File: src/rtl/truth_table_sweeper.sv
// truth_table_sweeper: walks every N_IN-bit input vector of a combinational
// unit under test in binary order, holds each one for SETTLE cycles, then
// compares the unit's response against the golden model. It accumulates the
// mismatch count and the lowest failing vector.
// Optional build macro SWEEP_SIGNATURE_EN adds sig_o, a 16-bit CRC-style
// fingerprint of the whole response table.
module truth_table_sweeper #(
    parameter int N_IN   = 3,
    parameter int N_OUT  = 1,
    parameter int SETTLE = 1
) (
    input  logic              clk,
    input  logic              rst,
    input  logic              start,
    output logic [N_IN-1:0]   stim_o,
    input  logic [N_OUT-1:0]  resp_i,
    input  logic [N_OUT-1:0]  exp_i,
    output logic              busy,
    output logic              done,
    output logic              pass,
    output logic [N_IN:0]     err_count,
    output logic [N_IN-1:0]   first_fail_vec,
    output logic              first_fail_valid
`ifdef SWEEP_SIGNATURE_EN
    ,
    output logic [15:0]       sig_o
`endif
);

    typedef enum logic [1:0] {S_IDLE, S_APPLY, S_SAMPLE, S_DONE} state_t;

    localparam logic [N_IN-1:0] LAST_VEC    = '1;
    localparam logic [N_IN-1:0] VEC_ONE     = N_IN'(1);
    localparam logic [N_IN:0]   ERR_ONE     = (N_IN+1)'(1);
    localparam logic [7:0]      SETTLE_LAST = 8'(SETTLE - 1);

    state_t     state, next_state;
    logic [7:0] settle_cnt;
    logic       launch;
    logic       mismatch;
    logic       stay_done;

    // State register
    always_ff @(posedge clk) begin
        if (rst) state <= S_IDLE;
        else     state <= next_state;
    end

    // Next-state logic; launch marks an accepted start (only in IDLE/DONE)
    always_comb begin
        next_state = state;
        launch     = 1'b0;
        case (state)
            S_IDLE:   if (start) begin launch = 1'b1; next_state = S_APPLY; end
            S_APPLY:  if (settle_cnt == SETTLE_LAST) next_state = S_SAMPLE;
            S_SAMPLE: next_state = (stim_o == LAST_VEC) ? S_DONE : S_APPLY;
            S_DONE:   if (start) begin launch = 1'b1; next_state = S_APPLY; end
            default:  next_state = S_IDLE;
        endcase
    end

    // Response compare; an unknown compare result falls to the mismatch side
    always_comb begin
        mismatch = 1'b1;
        if (resp_i == exp_i) mismatch = 1'b0;
    end

    // done/pass assert one cycle after entering DONE and drop on a restart
    assign stay_done = (state == S_DONE) && (next_state == S_DONE);

`ifdef SWEEP_SIGNATURE_EN
    localparam int N_CHUNK = (N_OUT + 15) / 16;

    logic [N_CHUNK*16-1:0] resp_pad;
    logic [15:0]           resp_fold;
    logic [15:0]           sig_next;

    // Fold the response into 16 bits (XOR of zero-padded chunks) and advance
    // the CCITT-polynomial shift register by one step
    always_comb begin
        resp_pad              = '0;
        resp_pad[N_OUT-1:0]   = resp_i;
        resp_fold             = '0;
        for (int c = 0; c < N_CHUNK; c++)
            resp_fold = resp_fold ^ resp_pad[c*16 +: 16];
        sig_next = {sig_o[14:0], 1'b0} ^ (sig_o[15] ? 16'h1021 : 16'h0000) ^ resp_fold;
    end

    // Signature register: re-seeded on every sweep launch
    always_ff @(posedge clk) begin
        if (rst)                      sig_o <= 16'hFFFF;
        else if (launch)              sig_o <= 16'hFFFF;
        else if (state == S_SAMPLE)   sig_o <= sig_next;
    end
`endif

    // Datapath: stimulus, settle counter, result accumulation and status flags
    always_ff @(posedge clk) begin
        if (rst) begin
            stim_o           <= '0;
            settle_cnt       <= '0;
            busy             <= 1'b0;
            done             <= 1'b0;
            pass             <= 1'b0;
            err_count        <= '0;
            first_fail_vec   <= '0;
            first_fail_valid <= 1'b0;
        end else begin
            busy <= (next_state == S_APPLY) || (next_state == S_SAMPLE) ||
                    ((next_state == S_DONE) && (state != S_DONE));
            done <= stay_done;
            pass <= stay_done && (err_count == '0);
            if (launch) begin
                stim_o           <= '0;
                settle_cnt       <= '0;
                err_count        <= '0;
                first_fail_vec   <= '0;
                first_fail_valid <= 1'b0;
            end else begin
                case (state)
                    S_APPLY: begin
                        if (settle_cnt == SETTLE_LAST) settle_cnt <= '0;
                        else                           settle_cnt <= settle_cnt + 8'd1;
                    end
                    S_SAMPLE: begin
                        if (mismatch) begin
                            err_count <= err_count + ERR_ONE;
                            if (!first_fail_valid) begin
                                first_fail_vec   <= stim_o;
                                first_fail_valid <= 1'b1;
                            end
                        end
                        // Final vector exits to DONE, so stim_o never wraps
                        if (stim_o != LAST_VEC) stim_o <= stim_o + VEC_ONE;
                    end
                    default: ;
                endcase
            end
        end
    end

endmodule
File: config.mk
export PLATFORM = sky130hd
export DESIGN_NAME = truth_table_sweeper
export DESIGN_NICKNAME = d
export VERILOG_FILES = /design/src/rtl/truth_table_sweeper.sv
export SDC_FILE = /design/constraint.sdc
export NUM_CORES = 1
export LEC_CHECK = 0
export CAP_MARGIN = 20
export CORE_MARGIN = 2
export CORE_UTILIZATION = 30
export DETAILED_ROUTE_END_ITERATION = 10
export PLACE_DENSITY_LB_ADDON = 0.08
export SYNTH_ARGS = -nofsm -noshare
export SYNTH_HDL_FRONTEND = slang
export SYNTH_SLANG_ARGS = --single-unit
File: constraint.sdc
create_clock -name clk -period 5 [get_ports clk]
set_input_delay 1.25 -clock clk [delete_from_list [all_inputs] [get_ports clk]]
set_output_delay 1.25 -clock clk [all_outputs]
set_load 0.02 [all_outputs]
==> results of run 1 <==
## per-layer routing
metal / up-vias / track usage / routed length [um]
li1: 494 / - / -
met1: 428 / 0.160 / 1120
met2: 27 / 0.177 / 997
met3: 2 / 0.0204 / 106
met4: 0 / 0.0612 / 22
met5: - / 0 / 0
## area by class of cell
| class | instances | area [um2] | share of cell area |
|---|---|---|---|
| clock buffer | 3 | 41.3 | 0.0291 |
| sequential | 24 | 480 | 0.339 |
| inverter | 10 | 37.5 | 0.0265 |
| timing repair buffer | 18 | 180 | 0.127 |
| tap | 48 | 60.1 | 0.0423 |
| multi-input combinational | 93 | 619 | 0.437 |
## flip-flops by register name (all words and copies together), names as in the netlist
name / flops
first_fail_valid: 1
first_fail_vec: 3
settle_cnt: 8
err_count: 4
done: 1
state: 2
pass: 1
stim_o: 3
busy: 1
## power breakdown
group,internal (uW),switching [uW]
clock network,53.8,58.5
registers,206,18.3
logic,75.6,100
## placed cells by master, fill, tap and decap left out, types with 2 or more instances in the layout
cell type / instances
dfxtp_1: 24
clkdlybuf4s50_1: 18
a21oi_1: 13
nor2_1: 13
ha_1: 11
inv_1: 10
nand3_1: 8
o21ai_0: 8
xor2_1: 4
nand4_1: 4
nor2b_1: 3
nand2_1: 3
xnor2_1: 3
or3_1: 3
mux2i_1: 3
clkbuf_8: 3
a211oi_1: 2
o31ai_1: 2
or4_1: 2
## per-stage QoR
stage | power (uW) | hold WS [ns] | cells
global placement | 403 | 0.465 | 193
finish | 513 | 0.479 | 196
global route | 554 | 0.511 | 196
CTS | 520 | 0.485 | 196
detailed placement | 406 | 0.473 | 193
floorplan | 361 | 0.458 | 131
## worst min path at each step
| stage | start | endpoint | depth (start not counted) |
|---|---|---|---|
| final | first_fail_vec[2] | first_fail_vec[2] | 2 |
| after global routing | first_fail_vec[2] | first_fail_vec[2] | 2 |
| after CTS | first_fail_vec[2] | first_fail_vec[2] | 2 |
| after detailed placement | first_fail_vec[2] | first_fail_vec[2] | 2 |
| after global placement | first_fail_vec[2] | first_fail_vec[2] | 2 |
| after floorplan | settle_cnt[7] | settle_cnt[7] | 2 |
## cells by family (layout without fill, tap and decap cells)
group                      count (synthesis)  after routing  share of synthesized area
xor gates and xnor gates                   7              7                     0.0531
adders and majority gates                 11             11                      0.119
AOI/OAI and AO/OA                         30             30                      0.152
buffers and inverters                     14             31                     0.0477
and+or+nand+nor                           42             42                      0.186
muxes                                      3              3                     0.0260
DFF                                       24             24                      0.416
## Yosys cell counts, drive strengths merged (2+ instances only)
library cell and count:
a211oi 2, a21oi 13, buf 2, clkbuf 2, dfxtp 24, ha 11, inv 10, mux2i 3
nand2 3, nand3 8, nand4 4, nor2 13, nor2b 3, o21ai 8, o31ai 2, or3 3
or4 2, xnor2 3, xor2 4
==> results.sh, run 1 <==
export IMPL_hold_viol=0
export IMPL_cp_num_buf_inv=1
export IMPL_io_buffers=18
export IMPL_synth_nets=147
export IMPL_vias=951
export IMPL_fin_crit_ns=2.56
export IMPL_fmax_mhz=391
export IMPL_clock_sinks=24
export IMPL_overflow=0
export IMPL_setup_tns_ns=0
export IMPL_reg2reg_from="state[0]"
export IMPL_layout_setup_ws_ns=2.44
export IMPL_synth_top_area_share=0.416
export IMPL_hold_buffers=0
export IMPL_cp_start_kind="register"
export IMPL_yosysSeqAreaShare=0.416
export IMPL_die_area_mm2=0.00436
export IMPL_synth_seq_cells=24
export IMPL_grt_antenna_before_repair=0
export IMPL_area_growth_pct=22.9
export IMPL_die_h_um=66.0
export IMPL_cts_buffer_depth=2
export IMPL_chipWidth_um=66.0
export IMPL_post_route_util=0.385
export IMPL_cpLargestDelayFamily="buffers and inverters"
export IMPL_routedWlPerCell_um=11.5
export IMPL_hpwlAfterDp_mm=1.67
export IMPL_post_cts_resize_count=0
export IMPL_cts_setup_buffers=0
export IMPL_final_area_mm2=0.00142
export IMPL_grt_max_degree=13
export IMPL_p_leak_uw=0.000488
export IMPL_initial_core_util=0.313
export IMPL_io_pins=19
export IMPL_r2r_slack_ns=3.04
export IMPL_diodes=0
export IMPL_drt_total_wl_mm=2.25
export IMPL_min_delay_path_class="reg -> reg"
export IMPL_drt_vias_per_instance=4.85
export IMPL_worstMarginPinSlew_ns=0.559
export IMPL_cpPeakStageDelay_ns=0.63
export IMPL_worstSetupEndpoint="err_count[1]"
export IMPL_grt_pass1_vias=851
export IMPL_cp_cell_sequence="clkdlybuf4s50_1"
export IMPL_drc_errors=0
export IMPL_grt_pass1_wl_mm=3.89
export IMPL_fin_crit_sh=0.512
export IMPL_clk_latency_ns=0.26
export IMPL_maxCapViolations=0
export IMPL_dpl_worst_slack_ns=2.19
export IMPL_rsz0062_at_grt="false"
export IMPL_critical_path_class="reg -> out"
export IMPL_place_area_mm2=0.00138
export IMPL_synth_async_reset_ratio=0
export IMPL_worstPathMaxFanout=5
export IMPL_irDropWorstVdd_uv=113
export IMPL_synth_top_area_cell="dfxtp_1"
export IMPL_finClkSkew_ns=0.00356
export IMPL_synth_cells=131
export IMPL_cts_buffers_inserted=3
export IMPL_outcome="completed"
export IMPL_drive_gt1_frac=0.0270
export IMPL_ff2ff_path_depth=9
export IMPL_setup_violations=0
export IMPL_gp_congestion=0.811
export IMPL_r2r_end="pass"
export IMPL_drt_iter0_drc=77
export IMPL_drtPass1Iterations=4
export IMPL_required_ns=3.75
export IMPL_slew_violations=0
export IMPL_synth_cell_type_count=30
export IMPL_cts_tree="yes"
export IMPL_crit_path_top_delay_cell="clkdlybuf4s50_1"
export IMPL_arrival_ns=1.31
export IMPL_finalNetCount=166
export IMPL_cts_clk_slew_worst_paths_ns=0.08
export IMPL_synth_edf_count=0
export IMPL_yosysWarningCount=0
export IMPL_synth_main_ff_cell="dfxtp_1"
export IMPL_synth_area_mm2=0.00115
export IMPL_crit_cells=1
export IMPL_coreArea_mm2=0.00369
export IMPL_cts_root_buf="clkbuf_8"
export IMPL_synth_area_leaders="dfxtp_1, ha_1, a21oi_1, nor2_1, nand3_1"
export IMPL_end_kind="primary output"
export IMPL_rows=22
export IMPL_slew_headroom=0.625
export IMPL_htreeDepth=1
export IMPL_avgSynthCellArea_um2=8.82
export IMPL_ant_nets=0
export IMPL_critPathLaunch="err_count[1]"
export IMPL_power_density_mw_per_mm2=362
export IMPL_grt_total_usage=0.117
export IMPL_final_fill_count=401
No activity file was read; power rests on OpenSTA's default activity.
==> run 2: changes to the inputs <==
clock period = 2.2 ns   (was 5 ns; I/O delays follow)
==> run 2 against run 1 <==
- total power increased by 130%
- sequential share of layout area is 0.35 points lower
- first-iteration DRC count is 21% lower
- utilization is 0.41 points higher
==> results.sh, run 2 (synthesis results as in run 1) <==
export IMPL_drtPass1Iterations=4
export IMPL_fin_crit_sh=0.889
export IMPL_clk_latency_ns=0.26
export IMPL_grt_max_degree=13
export IMPL_dpl_worst_slack_ns=0.0820
export IMPL_cp_num_buf_inv=1
export IMPL_vias=940
export IMPL_die_area_mm2=0.00436
export IMPL_worstPathMaxFanout=6
export IMPL_finClkSkew_ns=0.00223
export IMPL_slew_violations=0
export IMPL_final_fill_count=400
export IMPL_cpLargestDelayFamily="adder cells"
export IMPL_min_from="first_fail_vec[2]"
export IMPL_fin_hold_ws_ns=0.480
export IMPL_final_area_mm2=0.00143
export IMPL_rows=22
export IMPL_power_total_uw=1170
export IMPL_cts_buffer_depth=2
export IMPL_arrival_ns=2.12
export IMPL_cpPeakStageDelay_ns=0.44
export IMPL_final_cell_mix="dfxtp_1, clkdlybuf4s50_1, a21oi_1, nor2_1, ha_1"
export IMPL_htreeDepth=1
export IMPL_grt_antenna_before_repair=0
export IMPL_clock_sinks=24
export IMPL_top_regs="settle_cnt: 8 flops, err_count: 4 flops"
export IMPL_worstMarginPinSlew_ns=0.575
export IMPL_power_density_mw_per_mm2=818
export IMPL_outcome="completed"
export IMPL_hpwlAfterDp_mm=1.70
export IMPL_min_delay_path_class="reg -> reg"
export IMPL_cts_clk_slew_worst_paths_ns=0.08
export IMPL_place_area_mm2=0.00139
export IMPL_largest_reg_flops=8
export IMPL_drc_errors=0
export IMPL_chipWidth_um=66.0
export IMPL_drt_total_wl_mm=2.21
export IMPL_diodes=0
export IMPL_rsz0062_at_grt="false"
export IMPL_critical_path_class="reg -> reg"
export IMPL_p_leak_uw=0.000498
export IMPL_ant_nets=0
export IMPL_grt_total_usage=0.121
export IMPL_routedWlPerCell_um=11.1
export IMPL_irDropWorstVdd_uv=222
export IMPL_crit_path_top_delay_cell="dfxtp_1"
export IMPL_cts_buffers_inserted=3
export IMPL_cts_root_buf="clkbuf_8"
export IMPL_largest_register="settle_cnt"
export IMPL_seqCellArea_um2=480
export IMPL_drt_vias_per_instance=4.75
export IMPL_cts_setup_buffers=0
export IMPL_fmax_mhz=511
export IMPL_cp_start_kind="register"
export IMPL_critPathLaunch="state[0]"
export IMPL_final_common_cell="dfxtp_1"
export IMPL_multi_input_area_um2=619
export IMPL_hold_buffers=0
export IMPL_slew_headroom=0.614
export IMPL_io_pins=19
export IMPL_io_buffers=18
export IMPL_drt_iter0_drc=61
export IMPL_initial_core_util=0.313
export IMPL_fin_crit_ns=1.96
export IMPL_grt_pass1_vias=900
export IMPL_end_kind="register"
export IMPL_overflow=0
export IMPL_die_h_um=66.0
export IMPL_drive_gt1_frac=0.0400
export IMPL_setup_tns_ns=0
export IMPL_finalNetCount=168
export IMPL_layout_setup_ws_ns=0.243
export IMPL_setup_violations=0
export IMPL_coreArea_mm2=0.00369
export IMPL_gp_congestion=0.821
export IMPL_reg2reg_from="state[0]"
export IMPL_maxCapViolations=0
export IMPL_cp_cell_sequence="inv_1 -> ha_1 -> nor2b_1 -> a221oi_1 -> nor2_1 -> ha_1 -> nand2_1 -> nor2_1 -> and3_1"
export IMPL_cts_tree="yes"
export IMPL_required_ns=2.36
export IMPL_grt_pass1_wl_mm=4.02
export IMPL_hold_viol=0
export IMPL_area_growth_pct=24.2
export IMPL_post_cts_resize_count=0
-- run 2: power by group --
part	switching (uW)	internal (uW)	leakage [uW]
clock network	128	122	0.0000216
registers	42.8	469	0.000194
logic	230	182	0.000283
-- run 2: tightest hold or removal path: cells and delay by family, from the launching register on --
kind	cells	cell delay, ns
flip-flops	1	0.31
AO/OA/AOI/OAI	2	0.12
-- run 2: final timing paths --
kind         cells after the start                 to  slack [ns]
min                              2  first_fail_vec[2]        0.48
max reg2reg                      9               pass        0.24
max                              9               pass        0.24
min reg2reg                      2  first_fail_vec[2]        0.48
-- run 2: area by class of cell --
type                    instances  area share
well taps                      48      0.0419
clock buffers                   3      0.0288
flip-flops and latches         24       0.335
repair buffers                 20       0.136
multi-input cells              93       0.432
inverters                      10      0.0262
-- run 2: per-stage QoR --
| stage | util | std cells |
|---|---|---|
| global route | 0.389 | 198 |
| global placement | 0.378 | 195 |
| detailed placement | 0.378 | 195 |
| floorplan | - | 131 |
| finish | 0.389 | 198 |
| CTS | 0.389 | 198 |
-- run 2: metal layers --
| metal | track usage | vias to the layer above | wire (um) |
|---|---|---|---|
| met5 | 0 | - | 0 |
| met4 | 0.0612 | 0 | 22 |
| met3 | 0.0204 | 2 | 68 |
| met2 | 0.179 | 12 | 968 |
| met1 | 0.169 | 430 | 1150 |
| li1 | - | 496 | - |
==> run 3: changes to the inputs <==
CORE_MARGIN = default   (was 2)
CORE_UTILIZATION = 25   (was 30)
==> run 3 against run 2 <==
- sequential power about the same
- largest cell class unchanged
- global-route usage shrank 1.2 points
- largest power group unchanged
- clock skew up 0.0037 ns
- die area rose by 12%
- sequential share of layout area fell by 0.80 points
- non-clock buffer count did not move
- cell count is 2.5% higher
- routed wire length is 10% higher
==> results.sh, run 3 (synthesis results as in run 1) <==
export IMPL_power_frac_clock=0.295
export IMPL_coreArea_mm2=0.00438
export IMPL_fin_crit_sh=0.908
export IMPL_irDropWorstVdd_uv=315
export IMPL_cts_buffer_depth=2
export IMPL_initial_core_util=0.263
export IMPL_finClkSkew_ns=0.00591
export IMPL_crit_path_top_delay_cell="dfxtp_1"
export IMPL_min_delay_path_class="reg -> reg"
export IMPL_fmax_mhz=501
export IMPL_gp_congestion=0.795
export IMPL_cp_start_kind="register"
export IMPL_grt_antenna_before_repair=0
export IMPL_worstPathMaxFanout=6
export IMPL_end_kind="register"
export IMPL_use_met2=0.172
export IMPL_placed_cells=199
export IMPL_ff2ff_path_depth=8
export IMPL_fin_crit_ns=2.00
export IMPL_multi_input_area_um2=619
export IMPL_setup_tns_ns=0
export IMPL_use_met1=0.144
export IMPL_p_leak_uw=0.000513
export IMPL_rsz0062_at_grt="false"
export IMPL_hold_buffers=0
export IMPL_critical_path_class="reg -> reg"
export IMPL_largest_reg_flops=8
export IMPL_setup_violations=0
export IMPL_cts_root_buf="clkbuf_8"
export IMPL_grt_met3_usage=0.0260
export IMPL_area_growth_pct=27.2
export IMPL_power_frac_seq=0.387
export IMPL_hpwlAfterDp_mm=1.86
export IMPL_grt_max_degree=15
export IMPL_drc_errors=0
export IMPL_worstSetupEndpoint="busy"
export IMPL_drt_total_wl_mm=2.43
export IMPL_place_area_mm2=0.00140
export IMPL_cts_clk_slew_worst_paths_ns=0.09
export IMPL_drtPass1Iterations=4
export IMPL_grt_pass1_vias=963
export IMPL_drive_gt1_frac=0.0464
export IMPL_final_area_mm2=0.00147
export IMPL_vias=980
export IMPL_outcome="completed"
export IMPL_rows=24
export IMPL_drt_vias_per_instance=4.83
export IMPL_power_density_mw_per_mm2=899
export IMPL_largest_register="settle_cnt"
export IMPL_slew_headroom=0.594
export IMPL_reg2reg_from="state[0]"
export IMPL_top_regs="settle_cnt: 8 flops, err_count: 4 flops"
export IMPL_finalNetCount=168
export IMPL_cp_cell_sequence="inv_1 -> ha_1 -> nor2b_1 -> a221oi_1 -> nor2_1 -> ha_1 -> a21oi_1 -> nor2_1"
export IMPL_arrival_ns=2.16
export IMPL_cts_setup_buffers=0
export IMPL_maxCapViolations=0
export IMPL_slew_violations=0
export IMPL_required_ns=2.36
export IMPL_htreeDepth=1
export IMPL_routedWlPerCell_um=12.0
export IMPL_cpPeakStageDelay_ns=0.46
export IMPL_io_pins=19
export IMPL_clock_sinks=24
export IMPL_die_h_um=70.0
export IMPL_clk_latency_ns=0.27
export IMPL_final_cell_mix="dfxtp_1, clkdlybuf4s50_1, a21oi_1, nor2_1, ha_1"
export IMPL_overflow=0
export IMPL_diodes=0
export IMPL_drt_iter0_drc=66
export IMPL_post_cts_resize_count=0
export IMPL_cts_buffers_inserted=3
export IMPL_die_area_mm2=0.00490
export IMPL_final_cell_count_no_fill=203
export IMPL_grt_pass1_wl_mm=4.28
export IMPL_cellInternalPower_uw=895
export IMPL_hold_viol=0
export IMPL_p_sw_uw=425
export IMPL_power_frac_comb=0.318
export IMPL_r2r_slack_ns=0.20
export IMPL_final_common_cell="dfxtp_1"
export IMPL_switching_share=0.322
export IMPL_seqCellArea_um2=480
export IMPL_worstMarginPinSlew_ns=0.604
export IMPL_ant_nets=0
export IMPL_power_total_uw=1320
export IMPL_grt_total_usage=0.109
export IMPL_chipWidth_um=70.0
export IMPL_final_fill_count=460
export IMPL_io_buffers=18
export IMPL_r2r_end="busy"
export IMPL_cts_tree="yes"
export IMPL_critPathLaunch="state[0]"
export IMPL_min_from="first_fail_vec[1]"
export IMPL_busiest_layer="met2"
[run 3: cell types whose count changed in the layout (fill, tap and decap cells not counted), sizes merged]
cell / change
bufinv: +1
[run 3: how the worst min path moves through the flow]
stage / endpoint / slack [ns] / cells after the start
after floorplan: settle_cnt[7] / 0.46 / 2
after global placement: first_fail_vec[2] / 0.47 / 2
after detailed placement: first_fail_vec[1] / 0.48 / 2
after CTS: first_fail_vec[1] / 0.49 / 2
after global routing: first_fail_vec[2] / 0.52 / 2
final: first_fail_vec[1] / 0.49 / 2
[run 3: through the flow]
step            util  hold slack [ns]  setup slack [ns]
6_report       0.335            0.489             0.202
5_1_grt        0.335            0.524            0.0269
4_1_cts        0.335            0.493             0.207
3_5_place_dp   0.319            0.478            0.0575
3_3_place_gp   0.319            0.466             0.117
2_1_floorplan      -            0.458             0.401
[run 3: power by group through the flow]
stage	logic (uW)	registers, uW	clock network, uW
6_report	420	511	389
5_1_grt	471	519	423
4_1_cts	427	510	402
3_5_place_dp	423	521	0
3_3_place_gp	412	521	0
2_1_floorplan	292	528	0
[run 3: area by class of cell]
type / count / share of cell area
Multi-Input combinational cell: 93 / 0.422
Sequential cell: 24 / 0.327
Tap cell: 52 / 0.0443
Inverter: 10 / 0.0256
Clock buffer: 3 / 0.0281
Clock inverter: 1 / 0.0204
Timing Repair Buffer: 20 / 0.133
[run 3: worst max-delay path, delay by kind of cell, from the launching register on]
kind                     cells  cell delay [ns]
AND/OR/NAND/NOR              3             0.30
AO/OA/AOI/OAI                2             0.44
adder cells (fa/ha/maj)      2             0.62
flip-flops                   1             0.46
buffers and inverters        1             0.07
[run 3: layer usage]
layer	share of wire	vias to the layer above
met2	0.46	14
met3	0.035	2
met1	0.50	465
met4	0.0078	0
met5	0	-
li1	-	499
